==> config.mk <==
export PLATFORM = sky130hd
export DESIGN_NAME = udp_gmii_rx
export DESIGN_NICKNAME = d
export VERILOG_FILES = /design/src/rtl/udp_gmii_rx.sv
export SDC_FILE = /design/constraint.sdc
export NUM_CORES = 1
export LEC_CHECK = 0
export ABC_AREA = 1
export ABC_CLOCK_PERIOD_IN_PS = 4000
export BUFFER_PORTS_ARGS = -buffer_cell sky130_fd_sc_hd__buf_4
export CAP_MARGIN = 25
export CORE_MARGIN = 3
export CORE_UTILIZATION = 55
export DETAILED_ROUTE_END_ITERATION = 8
export MAX_ROUTING_LAYER = met4
export PLACE_DENSITY_LB_ADDON = 0.15
export SLEW_MARGIN = 20
export SYNTH_ARGS = -nofsm -noshare
export SYNTH_HDL_FRONTEND = slang
export SYNTH_SLANG_ARGS = --single-unit
export TNS_END_PERCENT = 10
==> constraint.sdc <==
create_clock -name RCLK -period 4 [get_ports RCLK]
set_input_delay 1.2 -clock RCLK [delete_from_list [all_inputs] [get_ports RCLK]]
set_output_delay 1.2 -clock RCLK [all_outputs]
set_load 0.01 [all_outputs]
==> src/rtl/udp_gmii_rx.sv <==
// udp_gmii_rx: GMII receive path. It strips the preamble/SFD, filters the Ethernet/IPv4/UDP headers,
// streams the UDP payload and reports per-frame status. Define UDP_GMII_RX_CRC_EN to enable the FCS check.
module udp_gmii_rx #(
  parameter logic [47:0] P_MAC      = 48'h00_0A_35_01_02_03,
  parameter logic [15:0] P_UDP_PORT = 16'd5000,
  parameter logic [10:0] P_MAX_PAY  = 11'd1472
) (
  input  logic        RCLK,
  input  logic        ARST,
  input  logic [7:0]  RXD,
  input  logic        RXDV,
  input  logic        RXER,
  output logic [7:0]  RX_DATA,
  output logic        RX_VALID,
  output logic        RX_LAST,
  output logic [15:0] RX_SRC_PORT,
  output logic        STAT_VALID,
  output logic        STAT_OK,
  output logic        DROP
);

  localparam int unsigned IDX_W = 6;
  localparam int unsigned CNT_W = 11;

  typedef enum logic [2:0] {
    S_IDLE, S_PRE, S_HDR, S_PAY, S_TAIL, S_STAT, S_DROPW
  } state_t;

  state_t           state;
  logic [7:0]       rxd_q;
  logic             rxdv_q;
  logic             rxer_q;
  logic [IDX_W-1:0] k;
  logic             uc_ok;
  logic             bc_ok;
  logic [15:0]      src_port;
  logic [15:0]      udp_len;
  logic [CNT_W-1:0] cnt;
  logic             err;

  logic [7:0]  mac_byte_c;
  logic        uc_next_c;
  logic        bc_next_c;
  logic        hdr_bad_c;
  logic [15:0] pay_len_c;
  logic        len_bad_c;
  logic        crc_ok_c;

  // Per-byte header check against the expected field values
  always_comb begin
    mac_byte_c = 8'h00;
    case (k)
      6'd0:    mac_byte_c = P_MAC[47:40];
      6'd1:    mac_byte_c = P_MAC[39:32];
      6'd2:    mac_byte_c = P_MAC[31:24];
      6'd3:    mac_byte_c = P_MAC[23:16];
      6'd4:    mac_byte_c = P_MAC[15:8];
      6'd5:    mac_byte_c = P_MAC[7:0];
      default: mac_byte_c = 8'h00;
    endcase
    uc_next_c = uc_ok & (rxd_q == mac_byte_c);
    bc_next_c = bc_ok & (rxd_q == 8'hFF);
    hdr_bad_c = 1'b0;
    if (k < 6'd6) begin
      hdr_bad_c = ~(uc_next_c | bc_next_c);
    end else begin
      case (k)
        6'd12:   hdr_bad_c = (rxd_q != 8'h08);
        6'd13:   hdr_bad_c = (rxd_q != 8'h00);
        6'd14:   hdr_bad_c = (rxd_q != 8'h45);
        6'd23:   hdr_bad_c = (rxd_q != 8'h11);
        6'd36:   hdr_bad_c = (rxd_q != P_UDP_PORT[15:8]);
        6'd37:   hdr_bad_c = (rxd_q != P_UDP_PORT[7:0]);
        default: hdr_bad_c = 1'b0;
      endcase
    end
    pay_len_c = udp_len - 16'd8;
    len_bad_c = (udp_len < 16'd8) || (pay_len_c > 16'(P_MAX_PAY));
  end

`ifdef UDP_GMII_RX_CRC_EN
  logic [31:0] crc;

  function automatic logic [31:0] crc_step(input logic [31:0] c, input logic [7:0] d);
    logic [31:0] r;
    r = c ^ {24'h0, d};
    for (int i = 0; i < 8; i++) begin
      r = r[0] ? ((r >> 1) ^ 32'hEDB8_8320) : (r >> 1);
    end
    return r;
  endfunction

  // Restarted throughout the preamble so k=0 always starts from the all-ones seed
  always_ff @(posedge RCLK or posedge ARST) begin
    if (ARST) begin
      crc <= 32'hFFFF_FFFF;
    end else if (state == S_PRE) begin
      crc <= 32'hFFFF_FFFF;
    end else if (rxdv_q && (state == S_HDR || state == S_PAY || state == S_TAIL)) begin
      crc <= crc_step(crc, rxd_q);
    end
  end

  assign crc_ok_c = (crc == 32'hDEBB_20E3);
`else
  assign crc_ok_c = 1'b1;
`endif

  always_ff @(posedge RCLK or posedge ARST) begin
    if (ARST) begin
      state       <= S_IDLE;
      rxd_q       <= 8'h00;
      rxdv_q      <= 1'b0;
      rxer_q      <= 1'b0;
      k           <= '0;
      uc_ok       <= 1'b0;
      bc_ok       <= 1'b0;
      src_port    <= 16'h0000;
      udp_len     <= 16'h0000;
      cnt         <= '0;
      err         <= 1'b0;
      RX_DATA     <= 8'h00;
      RX_VALID    <= 1'b0;
      RX_LAST     <= 1'b0;
      RX_SRC_PORT <= 16'h0000;
      STAT_VALID  <= 1'b0;
      STAT_OK     <= 1'b0;
      DROP        <= 1'b0;
    end else begin
      rxd_q      <= RXD;
      rxdv_q     <= RXDV;
      rxer_q     <= RXER;
      RX_VALID   <= 1'b0;
      RX_LAST    <= 1'b0;
      STAT_VALID <= 1'b0;
      STAT_OK    <= 1'b0;
      DROP       <= 1'b0;
      case (state)
        // STAT behaves like IDLE so a one-cycle inter-frame gap still catches the next preamble
        S_IDLE, S_STAT: begin
          if (rxdv_q) begin
            if (rxd_q == 8'h55) begin
              state <= S_PRE;
            end else begin
              state <= S_DROPW;
              DROP  <= 1'b1;
            end
          end else begin
            state <= S_IDLE;
          end
        end
        S_PRE: begin
          if (!rxdv_q) begin
            state <= S_DROPW;
            DROP  <= 1'b1;
          end else if (rxd_q == 8'hD5) begin
            state <= S_HDR;
            k     <= '0;
            uc_ok <= 1'b1;
            bc_ok <= 1'b1;
            err   <= 1'b0;
          end else if (rxd_q != 8'h55) begin
            state <= S_DROPW;
            DROP  <= 1'b1;
          end
        end
        S_HDR: begin
          if (!rxdv_q || hdr_bad_c) begin
            state <= S_DROPW;
            DROP  <= 1'b1;
          end else begin
            err <= err | rxer_q;
            k   <= k + 6'd1;
            if (k < 6'd6) begin
              uc_ok <= uc_next_c;
              bc_ok <= bc_next_c;
            end
            case (k)
              6'd34:   src_port[15:8] <= rxd_q;
              6'd35:   src_port[7:0]  <= rxd_q;
              6'd38:   udp_len[15:8]  <= rxd_q;
              6'd39:   udp_len[7:0]   <= rxd_q;
              default: ;
            endcase
            if (k == 6'd41) begin
              if (len_bad_c) begin
                state <= S_DROPW;
                DROP  <= 1'b1;
              end else begin
                RX_SRC_PORT <= src_port;
                cnt         <= CNT_W'(pay_len_c);
                state       <= (pay_len_c == 16'd0) ? S_TAIL : S_PAY;
              end
            end
          end
        end
        // Payload stream; an early RXDV drop ends the frame incomplete
        S_PAY: begin
          if (!rxdv_q) begin
            state      <= S_STAT;
            STAT_VALID <= 1'b1;
            STAT_OK    <= 1'b0;
          end else begin
            RX_VALID <= 1'b1;
            RX_DATA  <= rxd_q;
            err      <= err | rxer_q;
            cnt      <= cnt - 11'd1;
            if (cnt == 11'd1) begin
              RX_LAST <= 1'b1;
              state   <= S_TAIL;
            end
          end
        end
        S_TAIL: begin
          if (!rxdv_q) begin
            state      <= S_STAT;
            STAT_VALID <= 1'b1;
            STAT_OK    <= crc_ok_c & ~err;
          end else begin
            err <= err | rxer_q;
          end
        end
        S_DROPW: begin
          if (!rxdv_q) begin
            state <= S_IDLE;
          end
        end
        default: state <= S_IDLE;
      endcase
    end
  end

endmodule
* Word level (Yosys, flattened, before mapping)
Cells that the tools add are included.
** Storage, ports and cells
- Flip-flop bits (word level) :: 94
- Input bits :: 12
- Output and inout port bits :: 29
- Logic and storage cells :: 159
** Cells by class
- Add/subtract/negate cells :: 3
- $lt $le $gt $ge :: 3
- Equality and inequality tests :: 46
- Mux-type cells :: 57
- Bitwise logic cells :: 8
- Reduce and logical (&&, ||, !) cells :: 22
** Operators by type and width (count)
- $mux 11 :: 4
- $eq 6x6->1 const B :: 7
- $mux 3 :: 13
- $pmux 6 s5 :: 1
- $mux 1 :: 28
- $pmux 11 s2 :: 1
- $reduce_and 5->1 :: 4
- $eq 6x4->1 const B :: 3
- $mux 6 :: 3
- $ne 2x2->1 const B :: 9
- $pmux 3 s6 :: 1
- $eq 8x8->1 const B :: 2
- $gt 16x11->1 const B :: 1
- $logic_not 16->1 :: 1
- $lt 16x4->1 const B :: 1
- $ne 8x5->1 const B :: 2
- $ne 8x7->1 const B :: 2
- $sub 16x4->16 const B :: 1
- $eq 6x2->1 const B :: 2
- $eq 6x3->1 const B :: 2
- $pmux 6 s2 :: 1
- $reduce_and 3->1 :: 4
- $eq 11x1->1 const B :: 1
- $sub 11x1->11 const B :: 1
- 29 further kinds :: 44

* Depth between registers and ports, before layout
Gate-level depths: netlist of run 1.
- Word-level depth :: 10
- Depth in mapped cells :: 17
- Gate-level depth less buffers :: 17

* Least setup slack after synthesis of run 1
OpenSTA, ideal clock, no wires.
- Kind :: reg2reg
- Start point :: register k[0]
- End point :: register RX_SRC_PORT[0]
- Library setup time :: 117 ps
- Arrival :: 2103 ps
- Data required time :: 3883 ps
- Setup slack :: 1780 ps
- Stages on the path, launching flop included :: 17
- Path buffers :: 1
- Clock period less this slack :: 2220 ps
- Cell sequence :: dfrtp_1 inv_1 ha_1 nand3_1 nor2_2 nor2_1 nor2_1 nand2_1 nor2_1 nand3_1 nand2_1 nand2_2 nor3b_4 nand2_2 buf_6 nand2_1 nand2_1
** Between the ends
- Longest elaborated chain between the ends :: 10
** Ends and longest elaborated chain
- from (decl) :: line 33 : logic [IDX_W-1:0] k;
- from (signal assigned) :: line 173 : k <= k + 6'd1;
- $eq 6x3->1, or another cell as far along :: line 52 : case (k)
- $pmux 6 s5 :: line 52
- $eq 8x8->1 :: line 61 : uc_next_c = uc_ok & (rxd_q == mac_byte_c);
- $and 1x1->1 :: line 61
- $or 1x1->1 :: line 65 : hdr_bad_c = ~(uc_next_c | bc_next_c);
- $not 1->1 :: line 65
- $mux 1 :: line 64 : if (k < 6'd6) begin
- $logic_or 1x1->1 :: line 168 : if (!rxdv_q || hdr_bad_c) begin
- $not 1->1 (no line)
- $reduce_and 4->1 (no line) (*)
- to (signal assigned) :: line 190 : RX_SRC_PORT <= src_port;
- to (decl) :: line 16 : output logic [15:0] RX_SRC_PORT,
Every way passes the cells marked *; elsewhere a longest branch is shown, timed or not.
A chain may end at the register's enable or synchronous reset.

* Worst setup path in the final report of run 1
- Start point :: register k[0]
- End point :: register udp_len[10]
** Between the ends
- Longest elaborated chain between the ends :: 10
** Ends and longest elaborated chain
- $eq 6x3->1, or another cell as far along :: line 52
- $pmux 6 s5 :: line 52
- $eq 8x8->1 :: line 61
- $and 1x1->1 :: line 61
- $or 1x1->1 :: line 65
- $not 1->1 :: line 65
- $mux 1 :: line 64
- $logic_or 1x1->1 :: line 168
- $not 1->1 (no line)
- $reduce_and 3->1 (no line) (*)
- to (signal assigned) :: line 181 : 6'd38: udp_len[15:8] <= rxd_q;
- to (decl) :: line 37 : logic [15:0] udp_len;
Marks and branches as above.

==> run_results.csv, run 1 <==
group,metric,value,unit
power,netSwitchingFraction,36.9,%
power,netSwitchingPower,0.983,mW
worst_setup_path,rr_startpoint,"k[0]",
synth,ys_async_sr_fraction,100,%
sta,finalWorstPathRequiredPeriod,2.85,ns
detailed_routing,drt-vias-per-instance,5.35,
cells_and_area,seq_area,2350,sq um
worst_setup_path,path_max_fanout,36,
sta,tightest_pin_transition,0.753,ns
cells_and_area,share_of_layout_cells_above_drive_strength_1,12.6,%
min_path,hold_path_class,"register to register",
detailed_routing,wl_per_cell,14.2,um
power,p_leak,3.14,nW
worst_setup_path,timing.critical_path.arrival,3.10,ns
floorplanning,fp.dieW,103,um
sta,max_freq,351,MHz
clocking,numClockSinks,94,
min_path,hold_start,"err",
floorplanning,floorplan.io_pins,41,
clocking,cts_made_buffers,9,
sta,report.final.slew_viol_count,0,
detailed_routing,dr.first_iter.drc_count,362,
cells_and_area,filler_cell_count,784,
detailed_routing,route.antenna.remaining_nets,0,
power,internal_power,1.68,mW
worst_setup_path,worstSetupEndpointType,"register",
clocking,clk_root_buffer_cell,"sky130_fd_sc_hd__clkbuf_8",
worst_setup_path,r2r-end,"udp_len[10]",
power,clock_group_share_of_total_power,25.2,%
synth,netlist_area,5230,sq um
clocking,ctsHtreeMaxLevel,3,
global_routing,first_pass_grt_wire_length,21.5,mm
worst_setup_path,critPathSlowestCell,"sky130_fd_sc_hd__dfrtp_1",
synth,top_ff_cell_synth,"sky130_fd_sc_hd__dfrtp_1",
worst_setup_path,setup.worst_path.start_class,"register",
clocking,cts_resized,0,
floorplanning,placementRows,34,
floorplanning,die_h,103,um
synth,synth_edf_count,0,
flow_run,max-cap-violations,0,
detailed_routing,vias,4718,
global_routing,grt_util_all_layers,26.6,%
synth,syn-mean-instance-area,7.31,sq um
synth,post-synth-top-area-cell,"sky130_fd_sc_hd__dfrtp_1",
detailed_routing,remaining_drc_errors,0,
sta,grt_setup_unrepaired,"false",
worst_setup_path,ff2ff_path_depth,17,
sta,holdWs,0.452,ns
sta,hold_viol_final,0,
cells_and_area,finalNetCount,770,
synth,postSynthNetCount,734,
clocking,reg_clk_slew_reported_paths,0.10,ns
floorplanning,die-area,10700,sq um
sta,max-slew-margin-rel,49.7,%
global_routing,maximum_number_of_pins_on_one_net_before_global_route_repair,51,
sta,setup_viol_count_final,0,
sta,timing.setup.tns,0,ns
global_routing,globalRouteOverflowTotal,0,
worst_setup_path,crit_type,"register to register",
clocking,post_cts.repair.setup_buffers,0,
synth,yosys_warnings,0,
worst_setup_path,worst_path_largest_cell_delay,0.44,ns
synth,netlist_top_cells_count,"251 x sky130_fd_sc_hd__nand2_1, 96 x sky130_fd_sc_hd__nand3_1, 94 x sky130_fd_sc_hd__dfrtp_1",
clocking,cts-hold-fix-buffers,0,
global_routing,vias_in_the_first_global_route,4395,
outcome,run_status,"finished clean",
clocking,cts-root-to-sink-buffers,2,
min_path,whs_endpoint,"STAT_OK",
worst_setup_path,worst_ep_required_time,4.26,ns
placed_design,portBuffers,40,
cells_and_area,area_growth_syn_to_layout,11.6,%
synth,yosys.cell_count.top_type,"sky130_fd_sc_hd__nand2_1",
min_path,worst_hold_path.num_cells,1,
detailed_routing,finalWirelength,12.5,mm
power,sequential_power_share,45.5,%
synth,yosys.cell_types.count,37,
synth,part_of_the_yosys_area_used_for_sequential_elements,45.0,%
sta,skew,0.0107,ns
global_routing,number_of_antenna_violations_at_the_first_check_in_global_routing,0,
detailed_routing,detail_route.first_pass.iterations,5,
clocking,tritoncts_clock_tree,"yes",
cells_and_area,area_occupied_by_multi_input_gates,2520,sq um
worst_setup_path,cp_cell_sequence,"inv_1 > ha_1 > nand3_1 > nor2_2 > nor2_1 > nor2_1 > nand2_1 > nor2_1 > nand3_1 > nand2_1 > nand2_2 > nor2_2 > nand2_2 > clkinv_2 > nand2_2 > nand2_1 > nand2_1",
synth,netlist.area_leader.share,45.0,%
clocking,clk_latency,0.37,ns
worst_setup_path,critical_path.most_common_cell,"sky130_fd_sc_hd__nand2_1",
power,share_comb_of_total_power,29.2,%
synth,post_synth_inst_count,715,
power,worst_ir_drop_vdd,0.336,mV
floorplanning,floorplan.core_area,8980,sq um
synth,postSynthRegisterBits,94,
sta,finalCritPeriodShare,71.1,%
floorplanning,initial_core_util,58.2,%
worst_setup_path,worst-r2r-setup-slack,1.15,ns
power,power_density,457,nW/um^2
placed_design,finalWeightedCongestion,1.01,
cells_and_area,num_antenna_cells,0,
synth,synth_top_cells_by_area,"sky130_fd_sc_hd__dfrtp_1 45%, sky130_fd_sc_hd__nand2_1 18%, sky130_fd_sc_hd__nand3_1 9.2%",
placed_design,hpwlAfterDp,9.14,mm
## flip-flops by register name (all words and copies together) (netlist names), 3 cells and up
register and flops:
RX_DATA 8, udp_len 16, state 3, RX_SRC_PORT 16, src_port 16, rxd_q 8
k 6, cnt 11
## placed cells by master, fill, tap and decap left out, drive strengths merged
| cell | n |
|---|---|
| a21boi | 1 |
| a21oi | 5 |
| a22oi | 1 |
| a31oi | 3 |
| buf | 46 |
| bufinv | 1 |
| clkbuf | 9 |
| clkinv | 4 |
| clkinvlp | 2 |
| dfrtp | 94 |
| ha | 7 |
| inv | 60 |
| nand2 | 263 |
| nand2b | 1 |
| nand3 | 96 |
| nand3b | 4 |
| nand4 | 9 |
| nor2 | 78 |
| nor3 | 17 |
| nor3b | 1 |
| nor4 | 4 |
| nor4b | 1 |
| o211ai | 1 |
| o21ai | 31 |
| o311ai | 1 |
| o41ai | 1 |
| or2 | 2 |
| xnor2 | 3 |
| xor2 | 10 |
## stage by stage
| step | utilization (%) | instance area (sq um) | instances | setup slack [ns] | power [mW] |
|---|---|---|---|---|---|
| 2_1_floorplan | - | 5230 | 715 | 0.351 | 1.76 |
| 3_3_place_gp | 62.5 | 5610 | 865 | 1.22 | 1.99 |
| 3_5_place_dp | 62.5 | 5610 | 865 | 1.19 | 2.00 |
| 4_1_cts | 64.9 | 5830 | 881 | 1.16 | 2.68 |
| 5_1_grt | 65.0 | 5830 | 882 | 0.791 | 2.87 |
| 6_report | 65.0 | 5830 | 882 | 1.15 | 2.67 |
## critical path: cells and delay by family, from the launching register on
family / cells / cell delay, ns
fa+ha+maj: 1 / 0.30
simple gates: 14 / 1.51
flops: 1 / 0.44
buf+inv: 2 / 0.48
## power by group through the flow
stage | Sequential (mW) | Combinational, mW | Clock [mW]
final | 1.21 | 0.779 | 0.673
after global routing | 1.23 | 0.904 | 0.736
after CTS | 1.21 | 0.777 | 0.692
after detailed placement | 1.23 | 0.776 | 0
after global placement | 1.23 | 0.762 | 0
after floorplan | 1.21 | 0.548 | 0
## worst max path at each step
| stage | start | to | slack [ns] | depth (start not counted) |
|---|---|---|---|---|
| finish | k[0] | udp_len[10] | 1.15 | 17 |
| floorplan | ARST | DROP | 0.35 | 1 |
| global placement | k[0] | src_port[11] | 1.22 | 17 |
| global route | k[1] | udp_len[10] | 0.79 | 17 |
| detailed placement | k[0] | src_port[6] | 1.19 | 17 |
| CTS | k[0] | src_port[6] | 1.16 | 17 |
## layout make-up
type | count | share of cell area (%)
Clock buffer | 9 | 2.12
Sequential cell | 94 | 40.3
Tap cell | 126 | 2.70
Clock inverter | 7 | 1.54
Timing Repair Buffer | 46 | 6.09
Inverter | 60 | 3.90
Multi-Input combinational cell | 540 | 43.3
## kinds of logic (layout without fill, tap and decap cells)
group / after synthesis / after routing / synth area share [%]
and+or+nand+nor: 476 / 476 / 39.8
DFF: 94 / 94 / 45.0
buffers and inverters: 81 / 122 / 6.68
AOI/OAI and AO/OA: 44 / 44 / 4.64
xor gates and xnor gates: 13 / 13 / 2.18
adders and majority gates: 7 / 7 / 1.68
## per-layer routing
layer | routed length, um | track usage (%) | part of all wire, % | vias up
met5 | 0 | - | 0 | -
met4 | 148 | 6.57 | 1.2 | 0
met3 | 842 | 6.91 | 6.7 | 16
met2 | 5640 | 38.8 | 45 | 173
met1 | 5880 | 37.1 | 47 | 2169
li1 | - | - | - | 2360
Note: power is estimated with default switching activity, not from simulation.
==> inputs of run 2 (changes only) <==
- ABC_CLOCK_PERIOD_IN_PS: 4000 -> 2660
- clock period: 4 -> 2.66 ns (I/O delays scaled with it)
==> run_results.csv, run 2 (synthesis results as in run 1) <==
group,metric,value,unit
placed_design,place_worst_setup_slack,-0.0710,ns
worst_setup_path,worstSetupEndpointType,"register",
global_routing,vias_in_the_first_global_route,4669,
clocking,cts_made_buffers,9,
detailed_routing,remaining_drc_errors,0,
clocking,post_cts.repair.setup_buffers,0,
floorplanning,floorplan.core_area,8980,sq um
cells_and_area,seq_area,2350,sq um
detailed_routing,drt-vias-per-instance,5.43,
placed_design,place.detailed.instances,878,
flow_run,max-cap-violations,0,
worst_setup_path,timing.critical_path.arrival,2.72,ns
floorplanning,initial_core_util,58.2,%
clocking,cts-hold-fix-buffers,0,
global_routing,first_pass_grt_wire_length,21.9,mm
cells_and_area,layout_top_registers,"RX_SRC_PORT: 16 flops, src_port: 16 flops, udp_len: 16 flops",
power,p_leak,3.23,nW
cells_and_area,number_of_standard_cells_in_the_final_layout_excluding_fillers,895,
cells_and_area,filler_cell_count,781,
detailed_routing,route.antenna.remaining_nets,0,
clocking,cts-root-to-sink-buffers,2,
detailed_routing,vias,4864,
power,power_density,665,nW/um^2
detailed_routing,wl_per_cell,14.2,um
min_path,hold_path_class,"register to register",
cells_and_area,area_growth_syn_to_layout,14.1,%
sta,skew,0.00950,ns
sta,finalCritPeriodShare,93.2,%
worst_setup_path,path_max_fanout,11,
sta,finalWorstPathRequiredPeriod,2.48,ns
clocking,numClockSinks,94,
cells_and_area,area_occupied_by_multi_input_gates,2560,sq um
global_routing,maximum_number_of_pins_on_one_net_before_global_route_repair,95,
floorplanning,fp.dieW,103,um
sta,report.final.slew_viol_count,0,
placed_design,hpwlAfterDp,9.34,mm
placed_design,portBuffers,40,
clocking,ctsHtreeMaxLevel,3,
sta,tightest_pin_transition,0.652,ns
floorplanning,placementRows,34,
detailed_routing,finalWirelength,12.7,mm
floorplanning,die_h,103,um
power,worst_ir_drop_vdd,0.369,mV
sta,max-slew-margin-rel,56.4,%
cells_and_area,num_antenna_cells,0,
sta,postLayoutSetupSlackWorst,0.181,ns
global_routing,globalRouteOverflowTotal,0,
detailed_routing,detail_route.first_pass.iterations,6,
cells_and_area,layout.cells.most_common_list,"250 x sky130_fd_sc_hd__nand2_1, 96 x sky130_fd_sc_hd__nand3_1, 93 x sky130_fd_sc_hd__dfrtp_1",
placed_design,finalWeightedCongestion,0.881,
cells_and_area,finalNetCount,783,
clocking,clk_root_buffer_cell,"sky130_fd_sc_hd__clkbuf_8",
global_routing,number_of_antenna_violations_at_the_first_check_in_global_routing,0,
outcome,run_status,"finished clean",
detailed_routing,dr.first_iter.drc_count,292,
sta,grt_setup_unrepaired,"true",
cells_and_area,mostFrequentLayoutCell,"sky130_fd_sc_hd__nand2_1",
sta,setup_viol_count_final,0,
sta,max_freq,403,MHz
cells_and_area,share_of_layout_cells_above_drive_strength_1,14.8,%
floorplanning,floorplan.io_pins,41,
global_routing,grt_util_all_layers,26.7,%
sta,hold_viol_final,0,
worst_setup_path,setup.worst_path.start_class,"register",
clocking,clk_latency,0.36,ns
clocking,tritoncts_clock_tree,"yes",
worst_setup_path,crit_type,"register to register",
worst_setup_path,worst_ep_required_time,2.90,ns
floorplanning,die-area,10700,sq um
clocking,reg_clk_slew_reported_paths,0.10,ns
[run 2: changes by cell type in the layout (fill, tap and decap cells not counted), moves of 2 or more]
cell	change
sky130_fd_sc_hd__nand2_2	-2
sky130_fd_sc_hd__inv_8	+2
sky130_fd_sc_hd__ha_2	+2
sky130_fd_sc_hd__ha_1	-3
sky130_fd_sc_hd__buf_4	+12
sky130_fd_sc_hd__nand2_4	+3
[run 2: critical path, cell delays in order, from the launching register on]
cell and delay (ns):
sky130_fd_sc_hd__dfrtp_2 0.45, sky130_fd_sc_hd__inv_2 0.10, sky130_fd_sc_hd__ha_4 0.18, sky130_fd_sc_hd__nand3_1 0.12, sky130_fd_sc_hd__nor2_4 0.15, sky130_fd_sc_hd__nor2_1 0.05, sky130_fd_sc_hd__nor2_1 0.11, sky130_fd_sc_hd__nand2_1 0.07
sky130_fd_sc_hd__nor2_1 0.13, sky130_fd_sc_hd__nand3_1 0.08, sky130_fd_sc_hd__nand2_1 0.10, sky130_fd_sc_hd__nand2_2 0.11, sky130_fd_sc_hd__o21ai_2 0.31, sky130_fd_sc_hd__nand2_2 0.22, sky130_fd_sc_hd__nand2_1 0.11, sky130_fd_sc_hd__nand2_1 0.07
[run 2: layout make-up]
type,count,share of cell area (%)
clock inverter,6,0.882
tap,126,2.64
timing repair buffer,58,7.58
timing repair inverter,1,0.105
sequential,94,39.5
inverter,60,3.97
multi-input combinational,540,43.0
clock buffer,10,2.31
[run 2: metal layers]
layer / global-route usage, % / vias up / part of all wire [%]
li1: - / 2391 / -
met3: 3.76 / 25 / 4.9
met5: - / - / 0
met2: 42.5 / 159 / 48
met4: 7.07 / 0 / 1.8
met1: 36.0 / 2289 / 45
[run 2: power breakdown]
group / internal [mW] / switching (mW) / leakage [nW]
registers: 1.63 / 0.192 / 1.24
clock network: 0.384 / 0.545 / 0.0971
logic: 0.466 / 0.746 / 1.89
[run 2: what timing repair did]
item | in CTS | in global routing
endpoints found under the setup margin | 43 | 72
hold endpoints to repair | 0 | 0
resized for setup | 2 | 12
gates cloned | 0 | 1
[run 2: final timing paths]
path	startpoint	cells after the start	slack [ns]	end
max in group asynchronous	ARST	3	1.70	k[0]
hold reg to reg	err	1	0.46	STAT_OK
setup / recovery	k[0]	15	0.18	cnt[0]
min in group asynchronous	ARST	3	0.56	src_port[4]
hold / removal	err	1	0.46	STAT_OK
setup reg to reg	k[0]	15	0.18	cnt[0]
[run 2: metrics by stage]
step	hold slack [ns]	setup TNS, ns	power, mW	util, %	area [sq um]
5_1_grt	0.472	-0.633	4.26	66.4	5960
6_report	0.460	0	3.96	66.4	5960
3_5_place_dp	0.447	-1.74	3.04	63.6	5710
4_1_cts	0.457	0	3.98	65.8	5910
3_3_place_gp	0.428	-0.150	3.01	63.6	5710
2_1_floorplan	0.409	0	2.65	-	5230
==> inputs of run 3 (changes only) <==
- BUFFER_PORTS_ARGS: -buffer_cell sky130_fd_sc_hd__buf_4 -> default
- DONT_BUFFER_PORTS: default -> 1
- PLACE_DENSITY_LB_ADDON: 0.15 -> 0.1
==> run_results.csv, run 3 (synthesis results as in run 1) <==
group,metric,value,unit
floorplanning,floorplan.core_area,8980,sq um
cells_and_area,layout.cells.most_common_list,"250 x sky130_fd_sc_hd__nand2_1, 96 x sky130_fd_sc_hd__nand3_1, 92 x sky130_fd_sc_hd__dfrtp_1",
worst_setup_path,worst_ep_required_time,2.92,ns
global_routing,number_of_antenna_violations_at_the_first_check_in_global_routing,0,
clocking,tritoncts_clock_tree,"yes",
cells_and_area,layout_top_registers,"RX_SRC_PORT: 16 flops, src_port: 16 flops, udp_len: 16 flops",
floorplanning,floorplan.io_pins,41,
detailed_routing,detail_route.first_pass.iterations,5,
worst_setup_path,path_max_fanout,11,
placed_design,hpwlAfterDp,9.27,mm
clocking,clk_root_buffer_cell,"sky130_fd_sc_hd__clkbuf_8",
sta,skew,0.0141,ns
worst_setup_path,worstSetupEndpointType,"register",
power,power_density,688,nW/um^2
clocking,clk_latency,0.37,ns
clocking,cts-hold-fix-buffers,0,
detailed_routing,wl_per_cell,14.8,um
detailed_routing,route.antenna.remaining_nets,0,
detailed_routing,dr.first_iter.drc_count,297,
worst_setup_path,setup.worst_path.start_class,"register",
sta,postLayoutSetupSlackWorst,0.196,ns
power,clock_group_share_of_total_power,24.7,%
floorplanning,fp.dieW,103,um
detailed_routing,drt-vias-per-instance,5.46,
floorplanning,die_h,103,um
global_routing,first_pass_grt_wire_length,21.7,mm
worst_setup_path,worst_path_largest_cell_delay,0.46,ns
worst_setup_path,timing.critical_path.arrival,2.73,ns
cells_and_area,area_growth_syn_to_layout,9.05,%
cells_and_area,num_antenna_cells,0,
outcome,run_status,"finished clean",
sta,grt_setup_unrepaired,"true",
power,netSwitchingPower,1.53,mW
floorplanning,placementRows,34,
global_routing,maximum_number_of_pins_on_one_net_before_global_route_repair,95,
power,total_power,3.92,mW
power,p_leak,3.02,nW
sta,finalWorstPathRequiredPeriod,2.46,ns
clocking,cts-root-to-sink-buffers,2,
global_routing,grt_util_all_layers,26.4,%
power,worst_ir_drop_vdd,0.469,mV
clocking,numClockSinks,94,
global_routing,vias_in_the_first_global_route,4530,
worst_setup_path,critPathSlowestCell,"sky130_fd_sc_hd__dfrtp_2",
sta,tightest_pin_transition,0.682,ns
power,netSwitchingFraction,38.9,%
floorplanning,initial_core_util,58.2,%
cells_and_area,mostFrequentLayoutCell,"sky130_fd_sc_hd__nand2_1",
placed_design,place_worst_setup_slack,-0.0462,ns
global_routing,globalRouteOverflowTotal,0,
worst_setup_path,critical_path.most_common_cell,"sky130_fd_sc_hd__nand2_1",
sta,report.final.slew_viol_count,0,
worst_setup_path,worst-r2r-setup-slack,0.20,ns
detailed_routing,remaining_drc_errors,0,
sta,finalCritPeriodShare,92.6,%
worst_setup_path,cp_cell_sequence,"inv_2 > ha_4 > nand3_1 > nor2_4 > nor2_1 > nor2_1 > nand2_1 > nor2_1 > nand3_1 > nand2_1 > nand2_2 > o21ai_2 > nand2_2 > nand2_1 > nand2_1",
detailed_routing,finalWirelength,12.7,mm
placed_design,portBuffers,0,
cells_and_area,finalNetCount,745,
clocking,reg_clk_slew_reported_paths,0.11,ns
min_path,hold_path_class,"primary input to asynchronous set/reset pin",
cells_and_area,share_of_layout_cells_above_drive_strength_1,10.7,%
sta,setup_viol_count_final,0,
power,internal_power,2.40,mW
detailed_routing,vias,4680,
clocking,ctsHtreeMaxLevel,3,
power,sequential_power_share,47.4,%
placed_design,finalWeightedCongestion,0.888,
flow_run,max-cap-violations,0,
floorplanning,die-area,10700,sq um
clocking,cts_made_buffers,9,
sta,max_freq,406,MHz
power,share_comb_of_total_power,27.9,%
sta,hold_viol_final,0,
worst_setup_path,crit_type,"register to register",
sta,max-slew-margin-rel,54.1,%
==> run 3: metrics by stage <==
stage | util [%] | instances | TNS, ns | area [sq um] | hold slack (ns)
after CTS | 62.7 | 855 | 0 | 5630 | 0.432
after global routing | 63.5 | 857 | -0.0352 | 5700 | 0.410
after floorplan | - | 715 | 0 | 5230 | 0.409
after global placement | 60.4 | 839 | 0 | 5420 | 0.423
after detailed placement | 60.4 | 839 | -0.999 | 5420 | 0.429
final | 63.5 | 857 | 0 | 5700 | 0.389
==> run 3: power groups by stage <==
| stage | Combinational, mW | Sequential [mW] | Clock [mW] |
|---|---|---|---|
| 3_3_place_gp | 1.04 | 1.88 | 0 |
| 3_5_place_dp | 1.06 | 1.89 | 0 |
| 6_report | 1.09 | 1.86 | 0.967 |
| 4_1_cts | 1.08 | 1.86 | 0.977 |
| 2_1_floorplan | 0.824 | 1.82 | 0 |
| 5_1_grt | 1.26 | 1.89 | 1.04 |
==> run 3: final cells by class <==
cell class              instances  area, sq um
fillers                       784         3280
clock inverters                 7         75.1
repair inverters                1         8.76
repair buffers                 20          163
clock buffers                   9          124
well taps                     126          158
flip-flops and latches         94         2350
inverters                      60          241
multi-input cells             540         2570
==> run 3: critical path, delay by kind of cell (launching register included) <==
family | cells | cell delay (ns)
adder cells (fa/ha/maj) | 1 | 0.18
flip-flops | 1 | 0.46
AO/OA/AOI/OAI | 1 | 0.30
buffers and inverters | 1 | 0.10
AND/OR/NAND/NOR | 12 | 1.30
==> run 3: timing repair <==
item	4_1_cts	5_1_grt
setup buffers	0	1
gates cloned	0	1
endpoints found under the setup margin	43	70
resized for setup	2	14
==> run 3: path summary, 6_finish.rpt <==
path | startpoint | to | depth (start not counted)
max in group asynchronous | ARST | k[0] | 2
min in group RCLK | err | STAT_OK | 1
setup / recovery | k[0] | cnt[0] | 15
setup reg to reg | k[0] | cnt[0] | 15
hold / removal | ARST | rxd_q[3] | 2
hold reg to reg | err | STAT_OK | 1
==> run 3: routing by layer <==
| layer | share of wire (%) | global-route usage (%) |
|---|---|---|
| met1 | 46 | 36.5 |
| met2 | 48 | 40.7 |
| met3 | 4.3 | 3.96 |
| met4 | 1.7 | 7.37 |
| met5 | 0 | - |
